$ cat src/rtl/mult_div_unit.sv
// Multi-cycle radix-2 multiply/divide unit with architectural HI/LO registers.
// MULT/MULTU use shift-add; DIV/DIVU use restoring shift-subtract. Both run in hi/lo.
module mult_div_unit #(
  parameter int N     = 32,
  parameter int CNT_W = 6
) (
  input  logic         clock,
  input  logic         reset,
  input  logic         start,
  input  logic [1:0]   op,
  input  logic [N-1:0] inA,
  input  logic [N-1:0] inB,
  input  logic         hi_wen,
  input  logic         lo_wen,
  input  logic [N-1:0] wd,
  output logic         busy,
  output logic         done,
  output logic         div_by_zero,
  output logic [N-1:0] hi,
  output logic [N-1:0] lo
);

  // state  | meaning
  // S_IDLE | waiting for start; MTHI/MTLO writes accepted
  // S_CALC | one multiply/divide iteration per edge, N edges
  // S_FIX  | sign correction, result written, done raised
  typedef enum logic [1:0] {S_IDLE, S_CALC, S_FIX} state_t;

  state_t             state_q, state_d;
  logic [CNT_W-1:0]   cnt_q, cnt_d;
  logic [N-1:0]       hi_q, hi_d, lo_q, lo_d, m_q, m_d;
  logic               is_div_q, is_div_d;
  logic               neg_res_q, neg_res_d;
  logic               neg_rem_q, neg_rem_d;
  logic               dz_q, dz_d;
  logic               done_q, done_d;
  logic               dbz_q, dbz_d;

  logic               sgn;
  logic [N-1:0]       abs_a, abs_b;
  logic [N:0]         rem_sh, sum;
  logic [N-1:0]       diff;
  logic [2*N-1:0]     prod_neg;

  always_ff @(posedge clock or negedge reset) begin
    if (!reset) state_q <= S_IDLE;
    else        state_q <= state_d;
  end

  always_comb begin
    state_d = state_q;
    case (state_q)
      S_IDLE:  if (start) state_d = S_CALC;
      S_CALC:  if (cnt_q == '0) state_d = S_FIX;
      S_FIX:   state_d = S_IDLE;
      default: state_d = S_IDLE;
    endcase
  end

  always_comb begin
    busy = (state_q == S_CALC);
  end

  // Signed ops work on magnitudes; signs are restored in S_FIX.
  assign sgn      = ~op[0];
  assign abs_a    = (sgn && inA[N-1]) ? (~inA + 1'b1) : inA;
  assign abs_b    = (sgn && inB[N-1]) ? (~inB + 1'b1) : inB;
  assign rem_sh   = {hi_q, lo_q[N-1]};
  assign diff     = rem_sh[N-1:0] - m_q;
  assign sum      = {1'b0, hi_q} + (lo_q[0] ? {1'b0, m_q} : '0);
  assign prod_neg = ~{hi_q, lo_q} + 1'b1;

  always_comb begin
    cnt_d     = cnt_q;
    hi_d      = hi_q;
    lo_d      = lo_q;
    m_d       = m_q;
    is_div_d  = is_div_q;
    neg_res_d = neg_res_q;
    neg_rem_d = neg_rem_q;
    dz_d      = dz_q;
    done_d    = 1'b0;
    dbz_d     = 1'b0;
    case (state_q)
      S_IDLE: begin
        if (hi_wen) hi_d = wd;
        if (lo_wen) lo_d = wd;
        if (start) begin
          is_div_d  = op[1];
          neg_res_d = sgn & (inA[N-1] ^ inB[N-1]);
          neg_rem_d = sgn & inA[N-1];
          dz_d      = op[1] & (inB == '0);
          cnt_d     = CNT_W'(N-1);
          hi_d      = '0;
          lo_d      = op[1] ? abs_a : abs_b;
          m_d       = op[1] ? abs_b : abs_a;
        end
      end
      S_CALC: begin
        cnt_d = (cnt_q == '0) ? '0 : cnt_q - CNT_W'(1);
        if (is_div_q) begin
          if (rem_sh >= {1'b0, m_q}) begin
            hi_d = diff;
            lo_d = {lo_q[N-2:0], 1'b1};
          end else begin
            hi_d = rem_sh[N-1:0];
            lo_d = {lo_q[N-2:0], 1'b0};
          end
        end else begin
          hi_d = sum[N:1];
          lo_d = {sum[0], lo_q[N-1:1]};
        end
      end
      S_FIX: begin
        done_d = 1'b1;
        dbz_d  = is_div_q & dz_q;
        if (is_div_q) begin
          // Division by zero leaves the dividend magnitude in hi, so only lo needs forcing.
          lo_d = dz_q ? '1 : (neg_res_q ? (~lo_q + 1'b1) : lo_q);
          hi_d = neg_rem_q ? (~hi_q + 1'b1) : hi_q;
        end else if (neg_res_q) begin
          {hi_d, lo_d} = prod_neg;
        end
      end
      default: ;
    endcase
  end

  always_ff @(posedge clock or negedge reset) begin
    if (!reset) begin
      cnt_q     <= '0;
      hi_q      <= '0;
      lo_q      <= '0;
      m_q       <= '0;
      is_div_q  <= 1'b0;
      neg_res_q <= 1'b0;
      neg_rem_q <= 1'b0;
      dz_q      <= 1'b0;
      done_q    <= 1'b0;
      dbz_q     <= 1'b0;
    end else begin
      cnt_q     <= cnt_d;
      hi_q      <= hi_d;
      lo_q      <= lo_d;
      m_q       <= m_d;
      is_div_q  <= is_div_d;
      neg_res_q <= neg_res_d;
      neg_rem_q <= neg_rem_d;
      dz_q      <= dz_d;
      done_q    <= done_d;
      dbz_q     <= dbz_d;
    end
  end

  assign done        = done_q;
  assign div_by_zero = dbz_q;
  assign hi          = hi_q;
  assign lo          = lo_q;

endmodule

$ cat config.mk
export PLATFORM = sky130hd
export DESIGN_NAME = mult_div_unit
export DESIGN_NICKNAME = d
export VERILOG_FILES = /design/src/rtl/mult_div_unit.sv
export SDC_FILE = /design/constraint.sdc
export NUM_CORES = 1
export LEC_CHECK = 0
export BUFFER_PORTS_ARGS = -buffer_cell sky130_fd_sc_hd__buf_2
export CAP_MARGIN = 30
export CELL_PAD_IN_SITES_DETAIL_PLACEMENT = 0
export CELL_PAD_IN_SITES_GLOBAL_PLACEMENT = 1
export CORE_MARGIN = 2
export CORE_UTILIZATION = 45
export CTS_BUF_LIST = sky130_fd_sc_hd__clkbuf_4
export DETAILED_ROUTE_END_ITERATION = 6
export PLACE_DENSITY = 0.95
export SKIP_LAST_GASP = 1
export SLEW_MARGIN = 10
export SYNTH_ARGS = -nofsm -noshare
export SYNTH_HDL_FRONTEND = slang
export SYNTH_SLANG_ARGS = --single-unit
$ cat constraint.sdc
create_clock -name clock -period 4.4 [get_ports clock]
set_input_delay 0 -clock clock [delete_from_list [all_inputs] [get_ports clock]]
set_output_delay 0 -clock clock [all_outputs]
set_load 0.005 [all_outputs]
-- Word level (Yosys, flattened, before mapping)
Cells that the tools add are included.
- flip-flop bits (word level): 110
- input bits: 103
- output and inout bits: 67
- word-level logic and storage cells: 82
- add/subtract/negate cells: 8
- magnitude comparators: 1
- equality and inequality tests: 9
- muxes and demuxes: 30
- bitwise operators: 11
- reduce and logical (&&, ||, !) cells: 12
- operators by type and width (operator ; count):
    two-way mux 32 bit ; 19
    one-hot mux 32 bit (3 select lines) ; 2
    adder 32 x 1 -> 32 bit (second input constant) ; 4
    inverter 32 bit ; 4
    adder 64 x 1 -> 64 bit (second input constant) ; 1
    inverter 64 bit ; 1
    adder 32 x 32 -> 33 bit ; 1
    greater-or-equal comparator 33 x 32 -> 1 bit ; 1
    logical NOT 32 bit ; 1
    subtractor 32 bit ; 1
    inequality test 3 bit (second input constant) ; 5
    two-way mux 6 bit ; 2
    one-hot mux 6 bit (2 select lines) ; 1
    AND reduction 4 bit ; 2
    logical NOT 6 bit ; 1
    AND reduction 2 bit ; 3
    subtractor 6 x 1 -> 6 bit (second input constant) ; 1
    bitwise AND 1 bit ; 4
    two-way mux 2 bit ; 2
    one-hot mux 2 bit (2 select lines) ; 1
    two-way mux 1 bit ; 3
    nonzero test 3 bit ; 1
    == test 2 x 1 -> 1 bit (second input constant) ; 1
    == test 2 bit (second input constant) ; 1
    7 further kinds ; 8

-- Longest topological paths before layout
- depth in word-level cells: 6
- mapped depth: 15
- mapped depth without buffers: 14

-- Worst setup path after synthesis
No wires, ideal clock.
- path kind: register -> register
- from: register lo_q[0], in the netlist lo[0]
- to: register hi_q[30], in the netlist hi[30]
- library setup time: 0.135 ns
- arrival time: 3.314 ns
- required time: 4.265 ns
- slack: 0.951 ns
- cell stages (with the launch flop): 14
- buffers on the path: 1
- clock period less this slack: 3.449 ns
- path through: dfrtp_1 > inv_1 > clkbuf_1 > nor2_1 > ha_1 > a211o_1 > o211ai_1 > a2111o_1 > nand2_1 > a221oi_1 > o311ai_0 > and4_1 > a2111oi_0 > o41ai_1
- longest elaborated chain between the ends: 5
- elaborated cells between the ends (all ways): 8
- those cells by class: 2 x add/sub; 5 x mux; 1 x bitwise
- RTL lines (item ; line ; RTL):
    start: declaration ; 31 ; logic [N-1:0] hi_q, hi_d, lo_q, lo_d, m_q, m_d;
    start signal: assignment ; 144 ; lo_q <= lo_d;
    inverter 64 bit ; 71 ; assign prod_neg = ~{hi_q, lo_q} + 1'b1;
    adder 64 x 1 -> 64 bit ; 71 ;
    two-way mux 32 bit ; 121 ; end else if (neg_res_q) begin
    two-way mux 32 bit ; 117 ; if (is_div_q) begin
    one-hot mux 32 bit (3 select lines) (*) ; 84 ; case (state_q)
    end signal: assignment ; 143 ; hi_q <= hi_d;
    end: declaration ; 31 ;
Every way passes the cells marked *; elsewhere a longest branch is shown, timed or not. The select of a mux whose other input is x is not followed.
A chain may end at the register's enable or synchronous reset.

-- Final worst setup path
- from: register lo_q[31], in the netlist lo[31]
- to: register hi_q[28], in the netlist hi[28]
The elaborated chain is that of the path after synthesis.

==> metrics.txt <==
# TYPE chip_impl_metric gauge
chip_impl_metric{name="post-route-drc-count",unit=""} 0
chip_impl_metric{name="timing.critical_path.fanout_max",unit=""} 6
chip_impl_info{name="timing_worst_setup_path_type",value="flop to flop"} 1
chip_impl_metric{name="finish.net_count",unit=""} 2251
chip_impl_metric{name="final_layout_setup_total_negative_slack",unit="ns"} 0
chip_impl_metric{name="die-area",unit="sq um"} 31200
chip_impl_metric{name="floorplan.initialDensity",unit="%"} 45.5
chip_impl_metric{name="post_route_cells_drive_above_1_share",unit="%"} 14.7
chip_impl_metric{name="synth.distinct_cells",unit=""} 92
chip_impl_info{name="rsz0062_at_grt",value="false"} 1
chip_impl_metric{name="synth-seq-area-share",unit="%"} 20.5
chip_impl_metric{name="fin_worst_hold_slack",unit="ns"} 0.0134
chip_impl_metric{name="syn-instance-count",unit=""} 1860
chip_impl_metric{name="syn_area",unit="sq um"} 13400
chip_impl_metric{name="arrival",unit="ns"} 4.56
chip_impl_info{name="min-delay-start",value="inB[30]"} 1
chip_impl_metric{name="ys_ff_latch",unit=""} 110
chip_impl_metric{name="area_growth_syn_to_layout",unit="%"} 18.1
chip_impl_metric{name="holdPathStages",unit=""} 5
chip_impl_metric{name="detailed_place_hpwl",unit="um"} 39900
chip_impl_info{name="critical_path.reg2reg.startpoint",value="lo[31]$_DFFE_PN0P_"} 1
chip_impl_metric{name="first_global_vias",unit=""} 14200
chip_impl_metric{name="seq_power_share",unit="%"} 18.9
chip_impl_info{name="tritoncts",value="yes"} 1
chip_impl_metric{name="design.core.area",unit="sq um"} 29500
chip_impl_metric{name="detail_route.vias_per_cell",unit=""} 6.21
chip_impl_metric{name="grt-ovfl-total",unit=""} 0
chip_impl_metric{name="mappedNetlistNets",unit=""} 2039
chip_impl_metric{name="max-cap-violations",unit=""} 0
chip_impl_metric{name="async_flop_share",unit="%"} 100
chip_impl_metric{name="worst_ep_required_time",unit="ns"} 4.84
chip_impl_info{name="hold_path.class",value="input pin to flop"} 1
chip_impl_metric{name="ctsHoldBuffers",unit=""} 96
chip_impl_metric{name="final_util",unit="%"} 53.8
chip_impl_metric{name="tightestPinTransition",unit="ns"} 0.841
chip_impl_metric{name="layout.cell_area.non_filler",unit="sq um"} 15900
chip_impl_metric{name="report.final.hold_viol_count",unit=""} 0
chip_impl_metric{name="clock_buffer_count_from_cts",unit=""} 9
chip_impl_metric{name="die-height",unit="um"} 177
chip_impl_info{name="most_frequent_standard_cell_in_the_layout_excluding_fill_and_tap_cells",value="a21oi_1"} 1
chip_impl_metric{name="layout_worst_path_cycle_share",unit="%"} 93.8
chip_impl_metric{name="post_synth.cell_area_avg",unit="sq um"} 7.21
chip_impl_metric{name="placed_cells",unit=""} 2353
chip_impl_metric{name="clock_buffer_depth",unit=""} 2
chip_impl_info{name="synth_top_flop_cell",value="dfrtp_1"} 1
chip_impl_metric{name="proportion_of_power_drawn_by_the_clock_network",unit="%"} 5.6
chip_impl_metric{name="worst_skew_pair_latency",unit="ns"} 0.56
chip_impl_info{name="timing.rr.end",value="hi[28]$_DFFE_PN0P_"} 1
chip_impl_metric{name="p_per_area",unit="nW/um^2"} 767
chip_impl_metric{name="avgRoutedWirePerCell",unit="um"} 21.2
chip_impl_metric{name="die-width",unit="um"} 177
chip_impl_metric{name="final-instance-count-excl-fill",unit=""} 2469
chip_impl_metric{name="power_internal",unit="mW"} 5.46
chip_impl_metric{name="total_routing_resource_utilization_after_global_routing",unit="%"} 32.9
chip_impl_metric{name="ff2ff_path_depth",unit=""} 14
chip_impl_metric{name="final_max_slew_viol_count",unit=""} 0
chip_impl_metric{name="global_route_wire_length_before_repair",unit="um"} 79900
chip_impl_metric{name="num_vias",unit=""} 15300
chip_impl_metric{name="grt_max_degree",unit=""} 56
chip_impl_info{name="status",value="complete, no violations"} 1
chip_impl_metric{name="clock_sinks",unit=""} 110
chip_impl_metric{name="timing.max_slew.rel_slack",unit="%"} 43.9
chip_impl_metric{name="detailed_place.area",unit="sq um"} 14700
chip_impl_metric{name="ys.warnings.count",unit=""} 0
chip_impl_metric{name="reg2reg_slack",unit="ns"} 0.27
chip_impl_metric{name="fin_crit",unit="ns"} 4.13
chip_impl_metric{name="row_count",unit=""} 63
chip_impl_metric{name="report.final.setup_viol",unit=""} 0
chip_impl_info{name="cts_root_buf",value="clkbuf_4"} 1
chip_impl_metric{name="antenna_found_initial",unit=""} 2
chip_impl_metric{name="totalWireLength",unit="um"} 52400
chip_impl_metric{name="dr.pass1.iters",unit=""} 5
chip_impl_metric{name="final.setup_skew",unit="ns"} 0.0305
chip_impl_info{name="most-common-layout-cells",value="a21oi_1 (212), nand2_1 (199), nor2_1 (197), buf_2 (168), o21ai_0 (165)"} 1
chip_impl_metric{name="cts_setup_buffers",unit=""} 0
chip_impl_metric{name="worst_setup_hold_path_clk_slew",unit="ns"} 0.22
chip_impl_metric{name="worst_ir_drop_on_vdd",unit="mV"} 0.368
chip_impl_metric{name="power_switching",unit="mW"} 6.69
chip_impl_metric{name="post_cts_resized",unit=""} 0
chip_impl_metric{name="synth_enable_flop_cells",unit=""} 0
chip_impl_metric{name="initial_drc_count",unit=""} 1629
chip_impl_metric{name="ioPinCount",unit=""} 170
chip_impl_metric{name="finalWeightedCongestion",unit=""} 0.973
chip_impl_metric{name="power.leakage",unit="nW"} 6.88
chip_impl_info{name="min_to",value="m_q[30]$_DFFE_PN0P_"} 1
chip_impl_info{name="crit_path_end_kind",value="flop"} 1
chip_impl_metric{name="swShare",unit="%"} 55.1
chip_impl_metric{name="power.share.combinational",unit="%"} 75.5
chip_impl_metric{name="antenna_violating_nets_post_route",unit=""} 0
chip_impl_metric{name="h_tree_level_count",unit=""} 3
chip_impl_info{name="worstSetupStartpointType",value="flop"} 1
chip_impl_metric{name="io_buffer_count",unit=""} 169
chip_impl_metric{name="achievable-frequency",unit="MHz"} 242
critical path: stages (launching register included):
cell and delay [ns]:
dfrtp_1 0.48, inv_1 0.18, ha_1 0.18, inv_1 0.05
fa_1 0.41, a21oi_1 0.23, o211ai_1 0.14, a31o_2 0.27
a211oi_1 0.42, a21oi_1 0.21, a221oi_1 0.49, o21ai_0 0.24
or4_1 0.43, a31oi_1 0.17, o22ai_1 0.11
power by group through the flow:
stage,clock network [mW],registers (mW),logic (mW)
finish,0.681,2.30,9.18
floorplan,0,2.03,6.28
global placement,0,2.26,8.66
CTS,0.684,2.27,8.92
detailed placement,0,2.30,8.70
global route,0.718,2.37,9.97
logic make-up after synthesis:
group                      share of synthesized area (%)
and+or+nand+nor                                     23.3
AOI/OAI and AO/OA                                   29.7
adders and majority gates                           7.20
buffers and inverters                               5.75
muxes                                               4.76
DFF                                                 20.5
xor gates and xnor gates                            8.81
cell usage after synthesis (all sizes together), types with 17 or more instances:
cell type | count | area share, %
ha | 74 | 6.9
xor2 | 61 | 4.0
nor2 | 199 | 5.6
mux2 | 30 | 2.5
o21ai | 169 | 6.3
xnor2 | 74 | 4.8
a211oi | 27 | 1.5
a21oi | 213 | 8.0
nand3 | 35 | 1.3
clkbuf | 96 | 3.0
nor4 | 28 | 1.7
o211ai | 21 | 1.3
dfrtp | 110 | 21
nand2b | 17 | 0.79
a31oi | 27 | 1.3
nand2 | 201 | 5.6
a21o | 38 | 2.1
nor3 | 45 | 1.7
inv | 77 | 2.2
mux2i | 30 | 2.2
o31ai | 30 | 1.7
or3 | 30 | 1.5
sequential cells by signal, indices dropped and copies added, names as in the netlist:
signal       count
neg_rem_q        1
is_div_q         1
state_q          2
hi              32
div_by_zero      1
done             1
m_q             32
cnt_q            6
dz_q             1
lo              32
neg_res_q        1
worst max-delay path by stage:
stage,endpoint,startpoint,slack [ns],depth (start not counted)
detailed placement,hi[28]$_DFFE_PN0P_,lo[31]$_DFFE_PN0P_,0.38,14
finish,hi[28]$_DFFE_PN0P_,lo[31]$_DFFE_PN0P_,0.27,14
global route,hi[28]$_DFFE_PN0P_,lo[31]$_DFFE_PN0P_,0.03,14
floorplan,hi[30]$_DFFE_PN0P_,lo[0]$_DFFE_PN0P_,0.95,13
CTS,hi[28]$_DFFE_PN0P_,lo[31]$_DFFE_PN0P_,0.35,14
global placement,hi[28]$_DFFE_PN0P_,lo[31]$_DFFE_PN0P_,0.54,14
through the flow:
step	setup slack, ns	total power [mW]
finish	0.274	12.2
global route	0.0293	13.1
CTS	0.348	11.9
detailed placement	0.377	11.0
global placement	0.541	10.9
floorplan	0.951	8.32
layout make-up:
| type | instances | area (sq um) |
|---|---|---|
| inverters | 78 | 293 |
| diodes | 2 | 5.00 |
| flip-flops and latches | 110 | 2760 |
| clock inverters | 7 | 111 |
| fillers | 2887 | 13600 |
| well taps | 390 | 488 |
| repair buffers | 312 | 2200 |
| clock buffers | 9 | 67.6 |
| multi-input cells | 1561 | 9930 |
layer usage:
layer / part of all wire [%] / wire length [um] / GRT usage, % / vias to the layer above
met1: 43 / 22600 / 45.4 / 7219
met3: 10 / 5460 / 7.82 / 110
met4: 3.1 / 1600 / 11.1 / 0
li1: - / - / - / 7194
met2: 43 / 22700 / 50.2 / 809
met5: 0 / 0 / 0 / -
Note: power is estimated with default switching activity, not from simulation.
